--- config.mk ---
export PLATFORM = sky130hd
export DESIGN_NAME = uart_loader_flat
export DESIGN_NICKNAME = d
export VERILOG_FILES = /design/src/rtl/uart_loader_if.sv /design/src/rtl/uart_loader.sv /design/src/flat_wrapper.sv
export SDC_FILE = /design/constraint.sdc
export NUM_CORES = 1
export LEC_CHECK = 0
export ABC_AREA = 1
export BUFFER_PORTS_ARGS = -buffer_cell sky130_fd_sc_hd__buf_2
export CAP_MARGIN = 20
export CORE_MARGIN = 2
export CORE_UTILIZATION = 47
export CTS_CLUSTER_DIAMETER = 200
export DETAILED_ROUTE_END_ITERATION = 10
export PLACE_DENSITY = 0.76
export SYNTH_ARGS = -nofsm -noshare
export SYNTH_HDL_FRONTEND = slang
export SYNTH_SLANG_ARGS = --single-unit
--- constraint.sdc ---
create_clock -name clk -period 6.3 [get_ports clk]
set_clock_uncertainty 0.1 [all_clocks]
set_input_delay 1.26 -clock clk [delete_from_list [all_inputs] [get_ports clk]]
set_output_delay 1.26 -clock clk [all_outputs]
set_load 0.05 [all_outputs]
--- src/rtl/uart_loader_if.sv ---
// Bus-master port bundle for the serial loader.
// Handshake: the master raises master_req with wen/mode/num/addr/dat_o and
// holds them stable; the transfer completes on the rising clock edge where
// master_req && master_ready are both high (master_dat_i is sampled on that
// edge for reads). master_req is low on the following clock. master_ready
// seen while master_req is low carries no meaning and is ignored.
interface uart_loader_if #(
  parameter int XLEN        = 32,
  parameter int SLAVE_WIDTH = 4
);
  logic                        master_req;
  logic                        master_wen;
  logic [2:0]                  master_mode;
  logic [SLAVE_WIDTH-1:0]      master_num;
  logic [XLEN-SLAVE_WIDTH-1:0] master_addr;
  logic [XLEN-1:0]             master_dat_o;
  logic [XLEN-1:0]             master_dat_i;
  logic                        master_ready;

  modport master (
    output master_req, master_wen, master_mode, master_num, master_addr, master_dat_o,
    input  master_dat_i, master_ready
  );

  modport slave (
    input  master_req, master_wen, master_mode, master_num, master_addr, master_dat_o,
    output master_dat_i, master_ready
  );
endinterface

--- src/rtl/uart_loader.sv ---
// Serial debug/boot loader: turns UART command frames into single word bus
// reads/writes, controls the CPU hold line and answers every frame on TX.
module uart_loader #(
  parameter int XLEN        = 32,
  parameter int SLAVE_WIDTH = 4,
  parameter int CLK_DIV     = 16,
  parameter int TIMEOUT     = 65536,
  parameter bit HOLD_RESET  = 1'b1
) (
  input  logic          clk,
  input  logic          rst,
  input  logic          rx_line,
  output logic          tx_line,
  output logic          hold_cpu,
  output logic          busy,
  output logic [2:0]    frame_state,
  uart_loader_if.master bus
);

  localparam int CW = $clog2(CLK_DIV);
  localparam logic [CW-1:0] FULL = CW'(CLK_DIV - 1);
  localparam logic [CW-1:0] HALF = CW'(CLK_DIV / 2 - 1);
  localparam int TW = $clog2(TIMEOUT + 1);
  localparam logic [TW-1:0] TO_LAST = TW'(TIMEOUT - 1);

  localparam logic [7:0] CMD_WR   = 8'hA5;
  localparam logic [7:0] CMD_RD   = 8'hC3;
  localparam logic [7:0] CMD_REL  = 8'h0F;
  localparam logic [7:0] CMD_HOLD = 8'hF0;
  localparam logic [7:0] RSP_OK   = 8'h5A;
  localparam logic [7:0] RSP_ERR  = 8'hEE;

  typedef enum logic [1:0] {R_IDLE, R_START, R_DATA, R_STOP} rx_state_t;
  // CMD is the one-cycle launch state between a complete, valid bus frame and BUS.
  typedef enum logic [2:0] {F_IDLE, F_CMD, F_ADDR, F_DATA, F_BUS, F_RESP} f_state_t;

  // ---------------- RX path ----------------
  logic      rx_meta, rx_s, rx_d;
  rx_state_t rx_state, rx_nxt;
  logic [CW-1:0] rx_cnt;
  logic [2:0] rx_bit;
  logic [7:0] rx_byte;
  logic       rx_full, rx_half, rx_valid;

  // Two-flop synchronizer plus one delay flop for falling-edge detection.
  always_ff @(posedge clk or posedge rst) begin
    if (rst) begin
      rx_meta <= 1'b1;
      rx_s    <= 1'b1;
      rx_d    <= 1'b1;
    end else begin
      rx_meta <= rx_line;
      rx_s    <= rx_meta;
      rx_d    <= rx_s;
    end
  end

  assign rx_full  = (rx_cnt == FULL);
  assign rx_half  = (rx_cnt == HALF);
  // A byte is accepted on the edge that samples a high stop bit.
  assign rx_valid = (rx_state == R_STOP) && rx_full && rx_s;

  // RX state register.
  always_ff @(posedge clk or posedge rst) begin
    if (rst) rx_state <= R_IDLE;
    else     rx_state <= rx_nxt;
  end

  // RX next state: mid-bit sampling, false-start and framing-error rejection.
  always_comb begin
    rx_nxt = rx_state;
    case (rx_state)
      R_IDLE:  if (rx_d && !rx_s) rx_nxt = R_START;
      R_START: if (rx_half) rx_nxt = rx_s ? R_IDLE : R_DATA;
      R_DATA:  if (rx_full && (rx_bit == 3'd7)) rx_nxt = R_STOP;
      R_STOP:  if (rx_full) rx_nxt = R_IDLE;
      default: rx_nxt = R_IDLE;
    endcase
  end

  // RX bit timer and LSB-first shift register.
  always_ff @(posedge clk or posedge rst) begin
    if (rst) begin
      rx_cnt  <= '0;
      rx_bit  <= '0;
      rx_byte <= '0;
    end else begin
      if ((rx_state == R_IDLE) || ((rx_state == R_START) && rx_half) || rx_full)
        rx_cnt <= '0;
      else
        rx_cnt <= rx_cnt + 1'b1;
      if (rx_state == R_IDLE)
        rx_bit <= '0;
      else if ((rx_state == R_DATA) && rx_full) begin
        rx_bit  <= rx_bit + 1'b1;
        rx_byte <= {rx_s, rx_byte[7:1]};
      end
    end
  end

  // ---------------- TX path ----------------
  logic          tx_busy, tx_load, tx_end, tx_avail;
  logic [CW-1:0] tx_cnt;
  logic [3:0]    tx_bit;
  logic [9:0]    tx_shift;
  logic [XLEN-1:0] resp_buf;
  logic [2:0]      resp_left;

  assign tx_end   = tx_busy && (tx_cnt == FULL) && (tx_bit == 4'd9);
  // A new byte may load on the last clock of the previous stop bit, so
  // consecutive response bytes leave no idle gap.
  assign tx_avail = !tx_busy || tx_end;
  assign tx_line  = tx_busy ? tx_shift[0] : 1'b1;

  // TX shifter: start, 8 data bits LSB first, stop.
  always_ff @(posedge clk or posedge rst) begin
    if (rst) begin
      tx_busy  <= 1'b0;
      tx_cnt   <= '0;
      tx_bit   <= '0;
      tx_shift <= '1;
    end else if (tx_load) begin
      tx_busy  <= 1'b1;
      tx_cnt   <= '0;
      tx_bit   <= '0;
      tx_shift <= {1'b1, resp_buf[7:0], 1'b0};
    end else if (tx_busy) begin
      if (tx_cnt == FULL) begin
        tx_cnt <= '0;
        if (tx_bit == 4'd9) begin
          tx_busy <= 1'b0;
        end else begin
          tx_bit   <= tx_bit + 1'b1;
          tx_shift <= {1'b1, tx_shift[9:1]};
        end
      end else begin
        tx_cnt <= tx_cnt + 1'b1;
      end
    end
  end

  // ---------------- Frame FSM ----------------
  f_state_t f_state, f_nxt;
  logic [7:0]      cmd_q;
  logic [XLEN-1:0] addr_q, data_q;
  logic [1:0]      byte_idx;
  logic            mis_q;
  logic [TW-1:0]   to_cnt;
  logic            to_hit, req;
  logic            cmd_cap, addr_cap, data_cap, resp_set, hold_set, hold_clr;
  logic [XLEN-1:0] resp_val;
  logic [2:0]      resp_n;

  assign to_hit      = (to_cnt == TO_LAST);
  assign req         = (f_state == F_BUS);
  assign frame_state = f_state;
  assign busy        = (f_state != F_IDLE) &&
                       !((f_state == F_RESP) && (resp_left == 3'd0) && !tx_busy);

  // Frame state register.
  always_ff @(posedge clk or posedge rst) begin
    if (rst) f_state <= F_IDLE;
    else     f_state <= f_nxt;
  end

  // Frame next state and datapath strobes.
  always_comb begin
    f_nxt    = f_state;
    cmd_cap  = 1'b0;
    addr_cap = 1'b0;
    data_cap = 1'b0;
    resp_set = 1'b0;
    resp_val = '0;
    resp_n   = 3'd0;
    hold_set = 1'b0;
    hold_clr = 1'b0;
    tx_load  = 1'b0;
    case (f_state)
      F_IDLE: begin
        if (rx_valid) begin
          cmd_cap = 1'b1;
          case (rx_byte)
            CMD_WR, CMD_RD: f_nxt = F_ADDR;
            CMD_REL: begin
              hold_clr = 1'b1;
              resp_set = 1'b1; resp_val = XLEN'(RSP_OK); resp_n = 3'd1; f_nxt = F_RESP;
            end
            CMD_HOLD: begin
              hold_set = 1'b1;
              resp_set = 1'b1; resp_val = XLEN'(RSP_OK); resp_n = 3'd1; f_nxt = F_RESP;
            end
            default: begin
              resp_set = 1'b1; resp_val = XLEN'(RSP_ERR); resp_n = 3'd1; f_nxt = F_RESP;
            end
          endcase
        end
      end
      F_ADDR: begin
        if (rx_valid) begin
          addr_cap = 1'b1;
          if (byte_idx == 2'd3) begin
            if (mis_q) begin
              resp_set = 1'b1; resp_val = XLEN'(RSP_ERR); resp_n = 3'd1; f_nxt = F_RESP;
            end else if (cmd_q == CMD_RD) begin
              f_nxt = F_CMD;
            end else begin
              f_nxt = F_DATA;
            end
          end
        end else if (to_hit) begin
          resp_set = 1'b1; resp_val = XLEN'(RSP_ERR); resp_n = 3'd1; f_nxt = F_RESP;
        end
      end
      F_DATA: begin
        if (rx_valid) begin
          data_cap = 1'b1;
          if (byte_idx == 2'd3) begin
            if (mis_q) begin
              resp_set = 1'b1; resp_val = XLEN'(RSP_ERR); resp_n = 3'd1; f_nxt = F_RESP;
            end else begin
              f_nxt = F_CMD;
            end
          end
        end else if (to_hit) begin
          resp_set = 1'b1; resp_val = XLEN'(RSP_ERR); resp_n = 3'd1; f_nxt = F_RESP;
        end
      end
      F_CMD: f_nxt = F_BUS;
      F_BUS: begin
        if (bus.master_ready) begin
          resp_set = 1'b1;
          f_nxt    = F_RESP;
          if (cmd_q == CMD_RD) begin
            resp_val = bus.master_dat_i; resp_n = 3'd4;
          end else begin
            resp_val = XLEN'(RSP_OK); resp_n = 3'd1;
          end
        end
      end
      F_RESP: begin
        if (resp_left != 3'd0) begin
          if (tx_avail) tx_load = 1'b1;
        end else if (!tx_busy) begin
          f_nxt = F_IDLE;
        end
      end
      default: f_nxt = F_IDLE;
    endcase
  end

  // Frame datapath: command/address/data capture, response buffer, hold line.
  always_ff @(posedge clk or posedge rst) begin
    if (rst) begin
      cmd_q     <= '0;
      addr_q    <= '0;
      data_q    <= '0;
      byte_idx  <= '0;
      mis_q     <= 1'b0;
      resp_buf  <= '0;
      resp_left <= '0;
      hold_cpu  <= HOLD_RESET;
    end else begin
      if (cmd_cap) cmd_q <= rx_byte;
      if (addr_cap) begin
        addr_q <= {rx_byte, addr_q[XLEN-1:8]};
        if (byte_idx == 2'd0) mis_q <= (rx_byte[1:0] != 2'b00);
      end
      if (data_cap) data_q <= {rx_byte, data_q[XLEN-1:8]};
      if (f_state == F_IDLE)
        byte_idx <= '0;
      else if (addr_cap || data_cap)
        byte_idx <= byte_idx + 1'b1;
      if (resp_set) begin
        resp_buf  <= resp_val;
        resp_left <= resp_n;
      end else if (tx_load) begin
        resp_buf  <= {8'h00, resp_buf[XLEN-1:8]};
        resp_left <= resp_left - 1'b1;
      end
      if (hold_set)      hold_cpu <= 1'b1;
      else if (hold_clr) hold_cpu <= 1'b0;
    end
  end

  // Inter-byte silence counter, only running inside ADDR/DATA.
  always_ff @(posedge clk or posedge rst) begin
    if (rst)
      to_cnt <= '0;
    else if (rx_valid || !((f_state == F_ADDR) || (f_state == F_DATA)))
      to_cnt <= '0;
    else
      to_cnt <= to_cnt + 1'b1;
  end

  // Bus outputs are forced to zero whenever no request is outstanding.
  always_comb begin
    bus.master_req   = req;
    bus.master_wen   = req && (cmd_q == CMD_WR);
    bus.master_mode  = req ? 3'b010 : 3'b000;
    bus.master_num   = req ? addr_q[XLEN-1 -: SLAVE_WIDTH] : '0;
    bus.master_addr  = req ? addr_q[XLEN-SLAVE_WIDTH-1:0] : '0;
    bus.master_dat_o = (req && (cmd_q == CMD_WR)) ? data_q : '0;
  end

endmodule

--- src/flat_wrapper.sv ---
// flat-port wrapper written by rule: the top's interface ports become plain ports
module uart_loader_flat 
#(
  parameter int XLEN        = 32,
  parameter int SLAVE_WIDTH = 4,
  parameter int CLK_DIV     = 16,
  parameter int TIMEOUT     = 65536,
  parameter bit HOLD_RESET  = 1'b1
)
  (clk, rst, rx_line, tx_line, hold_cpu, busy, frame_state, bus_master_req, bus_master_wen, bus_master_mode, bus_master_num, bus_master_addr, bus_master_dat_o, bus_master_dat_i, bus_master_ready);
  uart_loader_if #(.XLEN(XLEN), .SLAVE_WIDTH(SLAVE_WIDTH)) bus_i ();
  input  logic clk;
  input  logic rst;
  input  logic rx_line;
  output logic tx_line;
  output logic hold_cpu;
  output logic busy;
  output logic [2:0] frame_state;
  output wire logic [$bits(bus_i.master_req)-1:0] bus_master_req;
  output wire logic [$bits(bus_i.master_wen)-1:0] bus_master_wen;
  output wire logic [$bits(bus_i.master_mode)-1:0] bus_master_mode;
  output wire logic [$bits(bus_i.master_num)-1:0] bus_master_num;
  output wire logic [$bits(bus_i.master_addr)-1:0] bus_master_addr;
  output wire logic [$bits(bus_i.master_dat_o)-1:0] bus_master_dat_o;
  input wire logic [$bits(bus_i.master_dat_i)-1:0] bus_master_dat_i;
  input wire logic [$bits(bus_i.master_ready)-1:0] bus_master_ready;
  assign bus_master_req = bus_i.master_req;
  assign bus_master_wen = bus_i.master_wen;
  assign bus_master_mode = bus_i.master_mode;
  assign bus_master_num = bus_i.master_num;
  assign bus_master_addr = bus_i.master_addr;
  assign bus_master_dat_o = bus_i.master_dat_o;
  assign bus_i.master_dat_i = bus_master_dat_i;
  assign bus_i.master_ready = bus_master_ready;
  uart_loader #(.XLEN(XLEN), .SLAVE_WIDTH(SLAVE_WIDTH), .CLK_DIV(CLK_DIV), .TIMEOUT(TIMEOUT), .HOLD_RESET(HOLD_RESET)) u_core (.clk(clk), .rst(rst), .rx_line(rx_line), .tx_line(tx_line), .hold_cpu(hold_cpu), .busy(busy), .frame_state(frame_state), .bus(bus_i));
endmodule
==> impl_metrics.py <==
metrics = {
    "critical_path": {
        "required_ns": 4.94,
        "critical_path_buf_inv_count": 3,
        "critPathCaptureType": "primary output",
        "critPathMaxStageDelay_ns": 0.49,
        "cp_max_fo": 34,
        "crit_chain": "nor2_4 > nand2_2 > inv_1 > nand3_1 > buf_8 > nor2_1 > buf_2",
        "path_delay_family": "simple AND/OR/NAND/NOR gates",
        "path_depth": 7,
        "regToRegSetupSlack_ns": 3.18,
        "critPathArrivalTime_ns": 2.71,
        "critPathKind": "reg2out",
        "reg2reg_from": "u_core.to_cnt[0]",
        "crit_start": "u_core.frame_state[0]",
        "ff2ff_path_depth": 13,
        "reg2reg_to": "u_core.resp_buf[30]",
        "start_kind": "register",
        "slowest_stage": "dfrtp_1",
        "worstSetupEndpoint": "bus_master_dat_o[19]",
    },
    "clocking": {
        "cts_inserted_buffers": 17,
        "cts_resized": 0,
        "path_clk_slew_ns": 0.07,
        "ctsHoldBuffers": 0,
        "htreeDepth": 4,
        "cts-root-buf": "clkbuf_16",
        "cts_tree": "done",
        "clock_latency_ns": 0.43,
        "clk_path_buf_depth": 2,
        "post_cts_buffers": 0,
        "cts_sinks": 169,
    },
    "yosys": {
        "yosys_register_bits": 169,
        "synth_top_cell_area_share_pct": 47.2,
        "syn_area_per_cell_um2": 7.92,
        "synth_cell_types": 42,
        "synth.area.top_cells": "dfrtp_1, nand2_1, inv_1, nor2_1, o21ai_0",
        "synth-edff-count": 0,
        "syn_area_um2": 8270,
        "ys_warn_count": 0,
        "yosysSeqAreaShare_pct": 51.4,
        "synth_ff_type": "dfrtp_1",
        "yosys.area.top_type": "dfrtp_1",
        "netlist_instances": 1044,
        "ys_async_sr_fraction_pct": 100,
    },
    "route": {
        "dr_total_vias": 6647,
        "drtIter0Drc": 407,
        "drc_errors": 0,
        "post_drt_wl_per_cell_um": 12.6,
        "antenna_left": 0,
        "via_per_inst": 4.85,
        "wl_um": 17300,
        "drt_pre_antenna_iters": 7,
    },
    "floorplanning": {
        "core_area_um2": 17200,
        "dieHeight_um": 137,
        "die_area_um2": 18700,
        "die_w_um": 137,
        "initial_utilization_pct": 48.0,
        "io_pins": 111,
        "rows": 48,
    },
    "flow_run": {
        "drv_cap": 0,
    },
    "sta": {
        "report.final.setup_viol": 0,
        "max_freq_mhz": 246,
        "fin_crit_sh_pct": 64.6,
        "fin_crit_ns": 4.07,
        "final_hold_viol_count": 0,
        "slew_viol_final": 0,
        "grt_setup_unrepaired": "no",
        "layout_setup_ws_ns": 2.23,
        "maxSlewHeadroom_pct": 39.3,
        "setup_tns_ns": 0,
        "worst_slew_pin_slew_ns": 0.909,
    },
    "global_routing": {
        "grt_antenna_before_repair": 0,
        "grt_pass1_vias": 5958,
        "overflow": 0,
        "grtUsageTotal_pct": 19.4,
        "grt_pass1_wl_um": 28700,
        "grt_max_degree": 65,
    },
    "min_path": {
        "worstHoldPathType": "reg2reg",
        "min_path_cells": 0,
    },
    "finish": {
        "final_cell_mix": "nand2_1, inv_1, dfrtp_1, nor2_1, buf_2",
        "drive_gt1_share_pct": 15.8,
        "antenna_cells": 0,
        "layout_commonest_cell": "nand2_1",
        "fin_nets": 1182,
        "synthToLayoutAreaGrowth_pct": 14.6,
    },
    "status": {
        "status": "complete, no violations",
    },
    "power": {
        "pwr_density_cell_nw_per_um2": 340,
        "leakagePower_nw": 4.80,
        "vdd_drop_max_uv": 187,
    },
    "placement": {
        "hpwl_um": 11700,
        "port_buffers": 108,
        "post-place-ws_ns": 2.09,
        "globalplace.congestion": 0.807,
    },
}
-- registers in the layout (all words and copies together) (netlist names), 4 cells and up, named ones only --
signal	cells
u_core.addr_q	32
u_core.cmd_q	8
u_core.data_q	32
u_core.resp_buf	32
u_core.rx_byte	8
u_core.rx_cnt	4
u_core.to_cnt	17
u_core.tx_bit	4
u_core.tx_cnt	4
u_core.tx_shift	9
-- metal layers --
metal	vias up	wire (µm)	global-route usage (%)
met5	-	0	0
met4	0	332	7.29
met3	24	781	4.52
met2	125	8050	29.8
met1	3064	8160	26.8
li1	3434	-	-
-- worst register-to-register path: stages, from the launching register on --
cell     delay [ns]
dfrtp_1        0.41
ha_1           0.22
nand2_1        0.08
nor2_1         0.10
nand4_1        0.15
nor2_1         0.06
nand3_1        0.08
nor3_1         0.06
ha_1           0.22
nand2_1        0.08
nand2_1        0.08
a21oi_4        0.73
nand3_2        0.40
o21ai_0        0.27
-- worst min path at each step --
stage,startpoint,end,slack (ns)
detailed placement,u_core.rx_meta,u_core.rx_s,0.25
CTS,u_core.rx_meta,u_core.rx_s,0.26
floorplan,u_core.rx_meta,u_core.rx_s,0.25
global route,u_core.rx_meta,u_core.rx_s,0.27
global placement,u_core.rx_meta,u_core.rx_s,0.25
finish,u_core.rx_meta,u_core.rx_s,0.26
-- report_power, final --
group	leakage (nW)	switching, W	total, W	internal (W)
logic	2.32	0.000569	0.000837	0.000267
registers	2.23	0.000107	0.00139	0.00129
clock network	0.258	0.000439	0.000995	0.000556
total	4.80	0.00112	0.00322	0.00211
-- cells by family after synthesis --
logic type | after synthesis | share of synthesized area [%]
DFF | 169 | 51.4
buffers and inverters | 228 | 11.1
adders and majority gates | 12 | 1.82
xor gates and xnor gates | 9 | 0.954
AOI/OAI and AO/OA | 148 | 9.88
and+or+nand+nor | 477 | 24.8
other | 1 | 0.0454
-- synth_stat cells (all sizes together) (3+ instances only) --
| library cell | instances |
|---|---|
| inv | 185 |
| nor4 | 3 |
| xor2 | 7 |
| clkbuf | 15 |
| a21oi | 51 |
| nor3 | 14 |
| o21ai | 74 |
| buf | 27 |
| dfstp | 13 |
| nand3 | 46 |
| o21a | 4 |
| nand4 | 28 |
| nand2 | 222 |
| o221ai | 7 |
| dfrtp | 156 |
| ha | 12 |
| nor2 | 161 |
-- cell type report --
type,instances,area [µm²]
Tap cell,225,282
Sequential cell,169,4250
Multi-Input combinational cell,648,3110
Clock buffer,19,443
Inverter,186,707
Timing Repair Buffer,112,578
Clock inverter,12,116
Fill cell,1601,7760
-- stage by stage --
step | hold WS (ns) | instances | instance area (µm²) | utilization [%] | total power, W
after global routing | 0.267 | 1371 | 9480 | 55.0 | 0.00343
after CTS | 0.257 | 1370 | 9460 | 54.9 | 0.00324
after floorplan | 0.245 | 1045 | 8270 | - | 0.00208
after global placement | 0.246 | 1339 | 8900 | 51.6 | 0.00221
final | 0.258 | 1371 | 9480 | 55.0 | 0.00322
after detailed placement | 0.247 | 1339 | 8900 | 51.6 | 0.00224
Power figures use the tool's default switching activity.
